$ cat src/rtl/hazard_forward_ctrl.sv
// Forwarding-select and stall/freeze controller for the 5-stage MIPS pipeline.
// Bypass selects are combinational; the stall FSM and stall-cycle counter are registered.
module hazard_forward_ctrl #(
    parameter int ADDR_W     = 5,
    parameter int LU_BUBBLES = 1,
    parameter int CNT_W      = 32
) (
    input  logic              Clk_i,
    input  logic              Reset_i,
    input  logic [ADDR_W-1:0] IFID_Rs_i,
    input  logic [ADDR_W-1:0] IFID_Rt_i,
    input  logic              IFID_UsesRt_i,
    input  logic [ADDR_W-1:0] IDEX_Reg1_i,
    input  logic [ADDR_W-1:0] IDEX_Reg2_i,
    input  logic [ADDR_W-1:0] IDEX_RegDes_i,
    input  logic              IDEX_MemRead_i,
    input  logic              IDEX_MemWrite_i,
    input  logic              IDEX_jr_i,
    input  logic [ADDR_W-1:0] EXMEM_RegDes_i,
    input  logic              EXMEM_RegWrite_i,
    input  logic              EXMEM_MemRead_i,
    input  logic              EXMEM_MemWrite_i,
    input  logic [ADDR_W-1:0] MEMWB_RegDes_i,
    input  logic              MEMWB_RegWrite_i,
    input  logic              DMem_Ready_i,
    output logic [1:0]        E_MuxAlu_1_o,
    output logic [1:0]        E_MuxAlu_2_o,
    output logic [1:0]        E_jrMux_o,
    output logic              E_MuxWriteData_o,
    output logic              PC_Write_o,
    output logic              IFID_Write_o,
    output logic              IDEX_Bubble_o,
    output logic              Pipe_Freeze_o,
    output logic [CNT_W-1:0]  StallCount_o
);

    typedef enum logic [1:0] {RUN, LU_STALL, MEM_WAIT} state_e;

    localparam logic [2:0]       LU_INIT = 3'(LU_BUBBLES - 1);
    localparam logic [CNT_W-1:0] CNT_MAX = '1;

    state_e           stateQ, stateD;
    logic [2:0]       cntQ, cntD;
    logic [CNT_W-1:0] stallCountQ, stallCountD;

    logic             exOk, wbOk, loadUse, memWait;
    logic [ADDR_W-1:0] alu2Src;
    logic [1:0]       alu1Sel, alu2Sel, jrSel;
    logic             writeDataSel;
    logic             pcW, ifW, bub, frz;

    // EXMEM result wins over MEMWB; a load in MEM has no ALU result to bypass yet.
    function automatic logic [1:0] fwdSel(input logic [ADDR_W-1:0] src,
                                          input logic [ADDR_W-1:0] exDes,
                                          input logic [ADDR_W-1:0] wbDes,
                                          input logic exValid,
                                          input logic wbValid);
        if (exValid && src == exDes)
            return 2'd1;
        else if (wbValid && src == wbDes)
            return 2'd2;
        else
            return 2'd0;
    endfunction

    always_comb begin
        exOk         = EXMEM_RegWrite_i & ~EXMEM_MemRead_i & (EXMEM_RegDes_i != '0);
        wbOk         = MEMWB_RegWrite_i & (MEMWB_RegDes_i != '0);
        alu2Src      = IDEX_MemWrite_i ? IDEX_RegDes_i : IDEX_Reg2_i;
        alu1Sel      = fwdSel(IDEX_Reg1_i, EXMEM_RegDes_i, MEMWB_RegDes_i, exOk, wbOk);
        alu2Sel      = fwdSel(alu2Src, EXMEM_RegDes_i, MEMWB_RegDes_i, exOk, wbOk);
        jrSel        = IDEX_jr_i ? alu1Sel : 2'd0;
        writeDataSel = EXMEM_MemWrite_i & wbOk & (EXMEM_RegDes_i == MEMWB_RegDes_i);
        loadUse      = IDEX_MemRead_i & (IDEX_RegDes_i != '0) &
                       ((IDEX_RegDes_i == IFID_Rs_i) |
                        (IFID_UsesRt_i & (IDEX_RegDes_i == IFID_Rt_i)));
        memWait      = (EXMEM_MemRead_i | EXMEM_MemWrite_i) & ~DMem_Ready_i;
    end

    // A memory wait freezes everything and outranks load-use; a freeze inside
    // LU_STALL leaves the remaining bubble count untouched.
    always_comb begin
        stateD = stateQ;
        cntD   = cntQ;
        pcW    = 1'b1;
        ifW    = 1'b1;
        bub    = 1'b0;
        frz    = 1'b0;
        case (stateQ)
            RUN: begin
                if (memWait) begin
                    frz    = 1'b1;
                    pcW    = 1'b0;
                    ifW    = 1'b0;
                    stateD = MEM_WAIT;
                end else if (loadUse) begin
                    pcW = 1'b0;
                    ifW = 1'b0;
                    bub = 1'b1;
                    if (LU_BUBBLES > 1) begin
                        cntD   = LU_INIT;
                        stateD = LU_STALL;
                    end
                end
            end
            LU_STALL: begin
                pcW = 1'b0;
                ifW = 1'b0;
                if (memWait) begin
                    frz = 1'b1;
                end else begin
                    bub = 1'b1;
                    if (cntQ == 3'd1) begin
                        cntD   = 3'd0;
                        stateD = RUN;
                    end else begin
                        cntD = cntQ - 3'd1;
                    end
                end
            end
            MEM_WAIT: begin
                if (!DMem_Ready_i) begin
                    frz = 1'b1;
                    pcW = 1'b0;
                    ifW = 1'b0;
                end else begin
                    stateD = RUN;
                end
            end
            default: begin
                stateD = RUN;
                cntD   = 3'd0;
            end
        endcase
    end

    always_comb begin
        stallCountD = stallCountQ;
        if (!pcW && stallCountQ != CNT_MAX)
            stallCountD = stallCountQ + CNT_W'(1);
    end

    always_ff @(posedge Clk_i) begin
        if (Reset_i) begin
            stateQ      <= RUN;
            cntQ        <= 3'd0;
            stallCountQ <= '0;
        end else begin
            stateQ      <= stateD;
            cntQ        <= cntD;
            stallCountQ <= stallCountD;
        end
    end

    // Reset forces a plain-run view on every control output.
    always_comb begin
        E_MuxAlu_1_o     = Reset_i ? 2'd0 : alu1Sel;
        E_MuxAlu_2_o     = Reset_i ? 2'd0 : alu2Sel;
        E_jrMux_o        = Reset_i ? 2'd0 : jrSel;
        E_MuxWriteData_o = ~Reset_i & writeDataSel;
        PC_Write_o       = Reset_i | pcW;
        IFID_Write_o     = Reset_i | ifW;
        IDEX_Bubble_o    = ~Reset_i & bub;
        Pipe_Freeze_o    = ~Reset_i & frz;
        StallCount_o     = stallCountQ;
    end

endmodule
$ cat config.mk
export PLATFORM = sky130hd
export DESIGN_NAME = hazard_forward_ctrl
export DESIGN_NICKNAME = d
export VERILOG_FILES = /design/src/rtl/hazard_forward_ctrl.sv
export SDC_FILE = /design/constraint.sdc
export NUM_CORES = 1
export LEC_CHECK = 0
export CAP_MARGIN = 15
export CORE_ASPECT_RATIO = 1.2
export CORE_MARGIN = 1.5
export CORE_UTILIZATION = 40
export DETAILED_ROUTE_END_ITERATION = 10
export HOLD_SLACK_MARGIN = 0.06
export PLACE_DENSITY = 0.75
export SLEW_MARGIN = 15
export SYNTH_ARGS = -nofsm -noshare
export SYNTH_HDL_FRONTEND = slang
export SYNTH_SLANG_ARGS = --single-unit
$ cat constraint.sdc
create_clock -name Clk_i -period 6.4 [get_ports Clk_i]
set_input_delay 0.96 -clock Clk_i [delete_from_list [all_inputs] [get_ports Clk_i]]
set_output_delay 0.96 -clock Clk_i [all_outputs]
set_load 0.005 [all_outputs]
==> results_dict.tcl, run 1 <==
set metrics [dict create \
    async_reset_ff_share_pct 0 \
    coreArea_um2 5370 \
    regToRegEndpoint "StallCount_o[27]$_SDFFE_PP0P_" \
    cts_tree "built" \
    synth.distinct_cells 45 \
    dpl.hpwl_um 4490 \
    num_io_pins 89 \
    slew_headroom_pct 70.86 \
    cts_sinks 33 \
    violations "design-rule violations" \
    rows 29 \
    drv_cap 0 \
    slew_violations 0 \
    crit_arrival_ps 3400 \
    hold_buffers 0 \
    cp_slowest_cell "clkdlybuf4s50_1" \
    p_leak_nw 1.108 \
    cts.clk_slew.worst_paths_ps 60 \
    pre_cts_ws_ps 2055 \
    wl_per_cell_um 13.69 \
    yosys_warnings 0 \
    post-route-worst-setup-slack_ps 2035 \
    power.density_nw_per_um2 138.8 \
    crit_family "buffers and inverters" \
    vias 2208 \
    cts.path.max_buffers 2 \
    grt_max_degree 41 \
    layout_common_cells "88 x clkdlybuf4s50_1, 42 x nor2_1, 34 x xor2_1, 33 x dfxtp_1, 27 x xnor2_1" \
    insertion_delay_ps 290 \
    port_buffers 88 \
    root_buffer "clkbuf_8" \
    crit_path_cell_trace "clkdlybuf4s50_1 > mux2i_1 > xor2_1 > nand3_1 > or4_1 > and4_1 > clkdlybuf4s50_1" \
    die-area_um2 6078 \
    dieWidth_um 71.42 \
    viasPerCell 5.282 \
    skew_ps 5.090 \
    area_delta_synth_final_pct 43.60 \
    gp_congestion 0.8972 \
    crit_top_cell "clkdlybuf4s50_1" \
    min_period_ps 4365 \
    overflow 0 \
    r2r_slack_ps 4180 \
    placed_cells 410 \
    track_usage_pct 19.09 \
    synth_seq_cells 33 \
    startpoint "IDEX_MemWrite_i" \
    reg2regPathDepth 7 \
    die_h_um 85.11 \
    synth-main-ff-cell "dfxtp_1" \
    post-route-period-util_pct 68.20 \
    cp.depth 7 \
    post_cts_buffers 0 \
    critPathBufInv 2 \
    crit_required_ps 5440 \
    grt_pass1_wl_um 9266 \
    synth.avg_cell_area_um2 8.323 \
    synth_cells 270 \
    final_cells 418 \
    cp-end-kind "output pin" \
    tightest_slew_ps 437.1 \
    r2r-start "StallCount_o[6]$_SDFFE_PP0P_" \
    fmax_mhz 229.1 \
    drive_above_1_share_pct 7.865 \
    synth-seq-area-share_pct 29.40 \
    grt_pass1_vias 2188 \
    setup_violations 0 \
    syn_area_um2 2247 \
    first_iter_violations 92 \
    worstSetupEndpoint "E_MuxAlu_2_o[1]" \
    peakVddDrop_uv 82.06 \
    final_common_cell "clkdlybuf4s50_1" \
    n_fill_cell 506 \
    ctsResizeCount 0 \
    min_path_type "flip-flop to flip-flop" \
    crit_path_max_fanout 5 \
    antenna_found_initial 0 \
    initial_core_util_pct 41.85 \
    diodes 0 \
    grt_setup_unrepaired "no" \
    synth_nets 317 \
    cts.htree.levels 2 \
    final_nets 402 \
    startpoint_type "primary input" \
    drc 5 \
    dr.pass1.iters 7 \
    finalWirelength_um 5723 \
    tns_ps 0 \
    synth_enable_flop_cells 0 \
    hold_violations 0 \
    status "finished, violations left" \
    slowest_delay_ps 630 \
    antenna_left 0 \
    cts_buffers 5 \
    crit_type "primary input to output pin" \
    hold-worst-slack_ps 506.4 \
]
==> flip-flops by register name (all words and copies together) (netlist names) <==
name and flops:
StallCount_o 32, stateQ 1
==> final cells by class <==
| class | count | area [µm²] | area share [%] |
|---|---|---|---|
| Tap cell | 62 | 77.57 | 2.404 |
| Multi-Input combinational cell | 223 | 1505 | 46.65 |
| Clock buffer | 8 | 80.08 | 2.482 |
| Timing Repair Buffer | 90 | 895.9 | 27.76 |
| Inverter | 2 | 7.507 | 0.2326 |
| Sequential cell | 33 | 660.6 | 20.47 |
==> power by group <==
part	internal (mW)	total, mW	switching [mW]
sequential	0.207	0.209	0.00188
clock	0.0772	0.150	0.0729
combinational	0.0507	0.0888	0.0381
==> stage by stage <==
step                power, mW  instance area, µm²  utilization [%]
global placement       0.3011                3147            58.60
finish                 0.4479                3227            60.09
global route           0.4652                3227            60.09
CTS                    0.4524                3227            60.09
floorplan              0.2567                2247                -
detailed placement     0.3028                3147            58.60
==> tightest hold or removal path: cells and delay by family (launching register included) <==
family	cells	cell delay [ps]
AOI/OAI and AO/OA	1	60
and+or+nand+nor	1	70
DFF	1	330
==> Yosys cell counts (2+ instances only) <==
library cell | n | share of area, %
buf_1 | 2 | 0.33
and4_1 | 3 | 1.2
mux2i_1 | 5 | 2.2
nor3_1 | 4 | 0.89
buf_6 | 3 | 1.5
nand3_1 | 18 | 4.0
inv_1 | 2 | 0.33
o21ai_0 | 6 | 1.3
o21ai_2 | 2 | 0.78
xor2_1 | 34 | 13
or4_1 | 4 | 1.3
and3_2 | 2 | 0.67
nor2_2 | 2 | 0.56
nand4_1 | 14 | 3.9
xnor2_1 | 27 | 11
a21oi_1 | 5 | 1.1
and2_1 | 4 | 1.1
clkbuf_1 | 4 | 0.67
dfxtp_1 | 33 | 29
nor2b_1 | 2 | 0.56
nor4_1 | 2 | 0.56
nand2_1 | 17 | 2.8
nand4_4 | 2 | 1.9
or3_1 | 4 | 1.1
and3_1 | 5 | 1.4
nor2_1 | 42 | 7.0
nand4b_1 | 2 | 0.78
buf_2 | 2 | 0.45
and4_4 | 2 | 1.0
==> layer usage <==
layer	up-vias	GRT usage [%]	wire, µm
li1	1098	-	-
met2	85	34.83	2868
met3	11	6.888	492
met5	-	0	0
met1	1014	19.15	2242
met4	0	8.392	121
==> worst min path at each step <==
stage	start	endpoint	slack [ps]	cells past startpoint
2_1_floorplan	StallCount_o[1]$_SDFFE_PP0P_	StallCount_o[1]$_SDFFE_PP0P_	480	2
3_3_place_gp	StallCount_o[1]$_SDFFE_PP0P_	StallCount_o[1]$_SDFFE_PP0P_	480	2
3_5_place_dp	StallCount_o[1]$_SDFFE_PP0P_	StallCount_o[1]$_SDFFE_PP0P_	500	2
4_1_cts	StallCount_o[1]$_SDFFE_PP0P_	StallCount_o[1]$_SDFFE_PP0P_	510	2
5_1_grt	StallCount_o[1]$_SDFFE_PP0P_	StallCount_o[1]$_SDFFE_PP0P_	550	2
6_report	StallCount_o[1]$_SDFFE_PP0P_	StallCount_o[1]$_SDFFE_PP0P_	510	2
==> logic make-up (layout without fill, tap and decap cells) <==
kind of cell	count (synthesis)	in the layout	share of synthesized area, %
adders and majority gates	1	1	0.5567
AOI/OAI and AO/OA	16	16	5.234
xor gates and xnor gates	61	61	23.78
DFF	33	33	29.40
muxes	6	6	2.728
and+or+nand+nor	139	139	34.69
buffers and inverters	14	100	3.619
Power figures use the tool's default switching activity.
==> run 2, diff against run 1 <==
==> constraint.sdc (replaced) <==
create_clock -name Clk_i -period 4.4 [get_ports Clk_i]
set_input_delay 0.66 -clock Clk_i [delete_from_list [all_inputs] [get_ports Clk_i]]
set_output_delay 0.66 -clock Clk_i [all_outputs]
set_load 0.005 [all_outputs]
==> run 2 against run 1 <==
Against the previous run: wire length did not move; largest power group unchanged; clock power up 98%; the run still ends with design-rule violations left; total power increased by 63%; die area stayed put; clock-buffer cell count is 1 lower; worst hold slack worse by 9.5 ps; highest routed layer unchanged; sequential share of layout area down 0.23 points; combinational power is 44% higher; clock skew increased by 1.4 ps.
==> results_dict.tcl, run 2 (synthesized netlist as in run 1, its figures left out) <==
set metrics [dict create \
    drc 5 \
    die_h_um 85.11 \
    grt_pass1_vias 2194 \
    cts.htree.levels 2 \
    dpl.hpwl_um 4415 \
    vias 2185 \
    slew_violations 0 \
    post_cts_buffers 0 \
    cts.path.max_buffers 2 \
    num_io_pins 89 \
    skew_ps 6.502 \
    peakVddDrop_uv 226.1 \
    coreArea_um2 5370 \
    die-area_um2 6078 \
    placed_cells 410 \
    tns_ps 0 \
    min_period_ps 3721 \
    crit_path_max_fanout 5 \
    overflow 0 \
    viasPerCell 5.227 \
    violations "design-rule violations" \
    first_iter_violations 95 \
    grt_setup_unrepaired "no" \
    diodes 0 \
    cts.clk_slew.worst_paths_ps 70 \
    track_usage_pct 19.30 \
    setup_violations 0 \
    crit_type "primary input to output pin" \
    slew_headroom_pct 72.40 \
    power.density_nw_per_um2 223.3 \
    grt_use_met3_pct 6.651 \
    hold_violations 0 \
    area_delta_synth_final_pct 45.21 \
    antenna_left 0 \
    gp_congestion 0.8972 \
    root_buffer "clkbuf_8" \
    use_met1_pct 19.94 \
    design_area_um2 3263 \
    cts_buffers 5 \
    cp-end-kind "output pin" \
    post-route-period-util_pct 84.57 \
    startpoint_type "primary input" \
    cts_tree "built" \
    fmax_mhz 268.7 \
    place_area_um2 3147 \
    initial_core_util_pct 41.85 \
    status "finished, violations left" \
    insertion_delay_ps 280 \
    largest_reg_flops 32 \
    hold-worst-slack_ps 497.0 \
    layout_common_cells "88 x clkdlybuf4s50_1, 42 x nor2_1, 34 x xor2_1, 33 x dfxtp_1, 27 x xnor2_1" \
    ctsResizeCount 0 \
    min_path_type "flip-flop to flip-flop" \
    final_nets 402 \
    top_usage_layer "met2" \
    dr.pass1.iters 7 \
    crit_required_ps 3740 \
    drive_above_1_share_pct 8.427 \
    grt_pass1_wl_um 9653 \
    wl_per_cell_um 13.69 \
    drv_cap 0 \
    utilization_pct 60.76 \
    tightest_slew_ps 414.0 \
    dieWidth_um 71.42 \
    p_leak_nw 1.126 \
    final_cells 418 \
    crit_arrival_ps 3060 \
    final_common_cell "clkdlybuf4s50_1" \
    antenna_found_initial 0 \
    hold_buffers 0 \
    grt_max_degree 40 \
    finalWirelength_um 5723 \
    cts_sinks 33 \
    port_buffers 88 \
    rows 29 \
    grt_use_met2_pct 36.11 \
]
==> run 2: final cells by class <==
class | instances | area, µm²
clock buffers | 7 | 86.33
clock inverters | 1 | 30.03
fillers | 488 | 2107
inverters | 2 | 7.507
multi-input cells | 223 | 1505
flip-flops and latches | 33 | 660.6
well taps | 62 | 77.57
repair buffers | 90 | 895.9
==> run 2: path summary, 6_finish.rpt <==
path                            startpoint                             to  slack [ps]  cells past startpoint
max                        IDEX_MemWrite_i                E_MuxAlu_2_o[1]         680                      7
min reg2reg   StallCount_o[1]$_SDFFE_PP0P_   StallCount_o[1]$_SDFFE_PP0P_         500                      2
max reg2reg  StallCount_o[25]$_SDFFE_PP0P_  StallCount_o[21]$_SDFFE_PP0P_        2270                      7
min           StallCount_o[1]$_SDFFE_PP0P_   StallCount_o[1]$_SDFFE_PP0P_         500                      2
==> run 2: critical path, stage by stage <==
cell and delay, ps:
clkdlybuf4s50_1 620, mux2i_1 360, xor2_1 190, nand3_1 90, or4_1 530, and4_1 170, clkdlybuf4s50_1 450
==> run 2: report_power, final <==
group / leakage [nW] / switching, mW / internal (mW) / total (mW)
Combinational: 0.802 / 0.0547 / 0.0736 / 0.128
Clock: 0.0585 / 0.112 / 0.185 / 0.297
Sequential: 0.266 / 0.00268 / 0.301 / 0.304
Total: 1.13 / 0.169 / 0.559 / 0.729
==> run 2: routing by layer <==
metal  vias to the layer above  part of all wire, %
met2                        86                   52
li1                       1103                    -
met4                         0                  1.4
met3                         8                  9.7
met1                       988                   37
met5                         -                    0
==> run 2: through the flow <==
step | power [mW] | setup slack [ps]
finish | 0.7287 | 678.8
global route | 0.7572 | 545.4
CTS | 0.7338 | 682.7
detailed placement | 0.4398 | 689.7
global placement | 0.4382 | 737.4
floorplan | 0.3734 | 1610
==> run 3, diff against run 2 <==
--- a/config.mk
+++ b/config.mk
@@ -11,7 +11,7 @@
 export CORE_UTILIZATION = 40
 export DETAILED_ROUTE_END_ITERATION = 10
 export HOLD_SLACK_MARGIN = 0.06
-export PLACE_DENSITY = 0.75
+export PLACE_DENSITY = 0.78
 export SLEW_MARGIN = 15
 export SYNTH_ARGS = -nofsm -noshare
 export SYNTH_HDL_FRONTEND = slang
==> constraint.sdc (replaced) <==
create_clock -name Clk_i -period 3.1 [get_ports Clk_i]
set_input_delay 0.465 -clock Clk_i [delete_from_list [all_inputs] [get_ports Clk_i]]
set_output_delay 0.465 -clock Clk_i [all_outputs]
set_load 0.005 [all_outputs]
==> run 3 against run 2 <==
Against the previous run: the flow still finishes with violations (design-rule violations); first-iteration DRC count rose by 24%; core utilization rose by 2.8 points; register-to-register slack got worse by 1300 ps; via count rose by 4.3%; worst setup slack got worse by 600 ps; die area did not move; cell count rose by 5.0%; clock skew rose by 1.4 ps; sequential power rose by 42%; highest routed layer unchanged; total power rose by 34%; worst hold slack improved by 1.7 ps; critical path type unchanged; flip-flop and latch count did not move.
==> results_dict.tcl, run 3 (synthesized netlist as in run 1, its figures left out) <==
set metrics [dict create \
    n_fill_cell 486 \
    min_period_ps 3026 \
    hold_buffers 0 \
    grt_max_degree 40 \
    final_nets 424 \
    dpl.hpwl_um 4613 \
    wl_per_cell_um 13.77 \
    grt_setup_unrepaired "yes" \
    final_common_cell "clkdlybuf4s50_1" \
    drc 5 \
    dieWidth_um 71.42 \
    grt_pass1_vias 2239 \
    root_buffer "clkbuf_8" \
    tns_ps 0 \
    place_area_um2 3289 \
    p_leak_nw 1.246 \
    cts_buffers 5 \
    slew_headroom_pct 70.53 \
    cts.clk_slew.worst_paths_ps 70 \
    overflow 0 \
    gp_congestion 0.8183 \
    min_path_type "flip-flop to flip-flop" \
    antenna_found_initial 0 \
    area_delta_synth_final_pct 51.95 \
    coreArea_um2 5370 \
    die_h_um 85.11 \
    r2r-start "StallCount_o[6]$_SDFFE_PP0P_" \
    design_area_um2 3415 \
    grt_pass1_wl_um 10020 \
    crit_required_ps 2630 \
    layout_common_cells "85 x clkdlybuf4s50_1, 42 x nor2_1, 34 x xor2_1, 33 x dfxtp_1, 27 x xnor2_1" \
    drive_above_1_share_pct 14.32 \
    violations "design-rule violations" \
    dr.pass1.iters 7 \
    crit_type "primary input to output pin" \
    worstSetupEndpoint "E_MuxAlu_2_o[1]" \
    largest_reg_flops 32 \
    crit_arrival_ps 2560 \
    cts.htree.levels 2 \
    finalWirelength_um 6043 \
    final_cells 439 \
    regToRegEndpoint "StallCount_o[29]$_SDFFE_PP0P_" \
    rows 29 \
    startpoint "EXMEM_RegDes_i[2]" \
    cts_tree "built" \
    antenna_left 0 \
    slew_violations 0 \
    diodes 0 \
    crit_path_max_fanout 2 \
    status "finished, violations left" \
    vias 2279 \
    setup_violations 0 \
    initial_core_util_pct 41.85 \
    hold_violations 0 \
    skew_ps 7.896 \
    finalPower_uw 974.9 \
    reg2regPathDepth 7 \
    power.density_nw_per_um2 285.5 \
    drv_cap 0 \
    r2r_slack_ps 960 \
    tightest_slew_ps 442.1 \
    hold_start "StallCount_o[1]$_SDFFE_PP0P_" \
    insertion_delay_ps 280 \
    port_buffers 88 \
    placed_cells 429 \
    die-area_um2 6078 \
    startpoint_type "primary input" \
    cts.path.max_buffers 2 \
    cp-end-kind "output pin" \
    viasPerCell 5.191 \
    post-route-period-util_pct 97.60 \
    first_iter_violations 118 \
    cts_sinks 33 \
    fmax_mhz 330.5 \
    peakVddDrop_uv 157.2 \
    num_io_pins 89 \
    track_usage_pct 20.44 \
]
[run 3: cell count changes in the layout (fill, tap and decap cells not counted), sizes merged]
cell,before,now
buf,2,24
bufinv,1,0
clkdlybuf4s50,88,85
dlygate4sd2,0,1
dlymetal6s2s,0,2
[run 3: per-stage QoR]
step | hold slack (ps) | setup WS [ps] | utilization [%]
detailed placement | 493.4 | -88.40 | 61.25
floorplan | 476.6 | 700.4 | -
CTS | 501.8 | 69.29 | 63.21
global placement | 482.5 | -71.65 | 61.25
global route | 537.7 | -24.79 | 63.58
finish | 498.6 | 74.49 | 63.58
[run 3: layout make-up]
| type | count | area [µm²] | area share [%] |
|---|---|---|---|
| Clock buffer | 7 | 86.33 | 2.528 |
| Inverter | 2 | 7.507 | 0.2199 |
| Sequential cell | 33 | 660.6 | 19.35 |
| Multi-Input combinational cell | 223 | 1518 | 44.45 |
| Timing Repair Buffer | 112 | 1065 | 31.18 |
| Tap cell | 62 | 77.57 | 2.272 |
[run 3: metal layers]
| metal | routed length (µm) | track usage [%] |
|---|---|---|
| met1 | 2355 | 21.87 |
| met2 | 2977 | 36.79 |
| met3 | 596 | 7.720 |
| met4 | 112 | 6.294 |
| met5 | 0 | 0 |
[run 3: where the power goes]
group | internal, mW | total [mW] | switching [mW]
combinational | 0.126 | 0.210 | 0.0847
sequential | 0.428 | 0.432 | 0.00401
clock | 0.176 | 0.333 | 0.157
total | 0.730 | 0.975 | 0.245
[run 3: worst min path at each step]
stage | end | slack, ps | cells after the start
4_1_cts | StallCount_o[1]$_SDFFE_PP0P_ | 500 | 2
3_5_place_dp | StallCount_o[1]$_SDFFE_PP0P_ | 490 | 2
5_1_grt | StallCount_o[27]$_SDFFE_PP0P_ | 540 | 2
6_report | StallCount_o[1]$_SDFFE_PP0P_ | 500 | 2
2_1_floorplan | StallCount_o[1]$_SDFFE_PP0P_ | 480 | 2
3_3_place_gp | StallCount_o[1]$_SDFFE_PP0P_ | 480 | 2
[run 3: what timing repair did]
item                       4_1_cts  5_1_grt
buffers inserted                 2        1
pin swaps                        0        1
setup endpoints to repair        2        3
gates resized for setup          2        5
[run 3: worst max-delay path: stages]
cell,delay (ps)
clkdlybuf4s50_1,480
or4_1,110
nor2_1,40
nor3b_2,240
nand3_1,90
or4_1,530
and4_1,170
clkdlybuf4s50_1,440
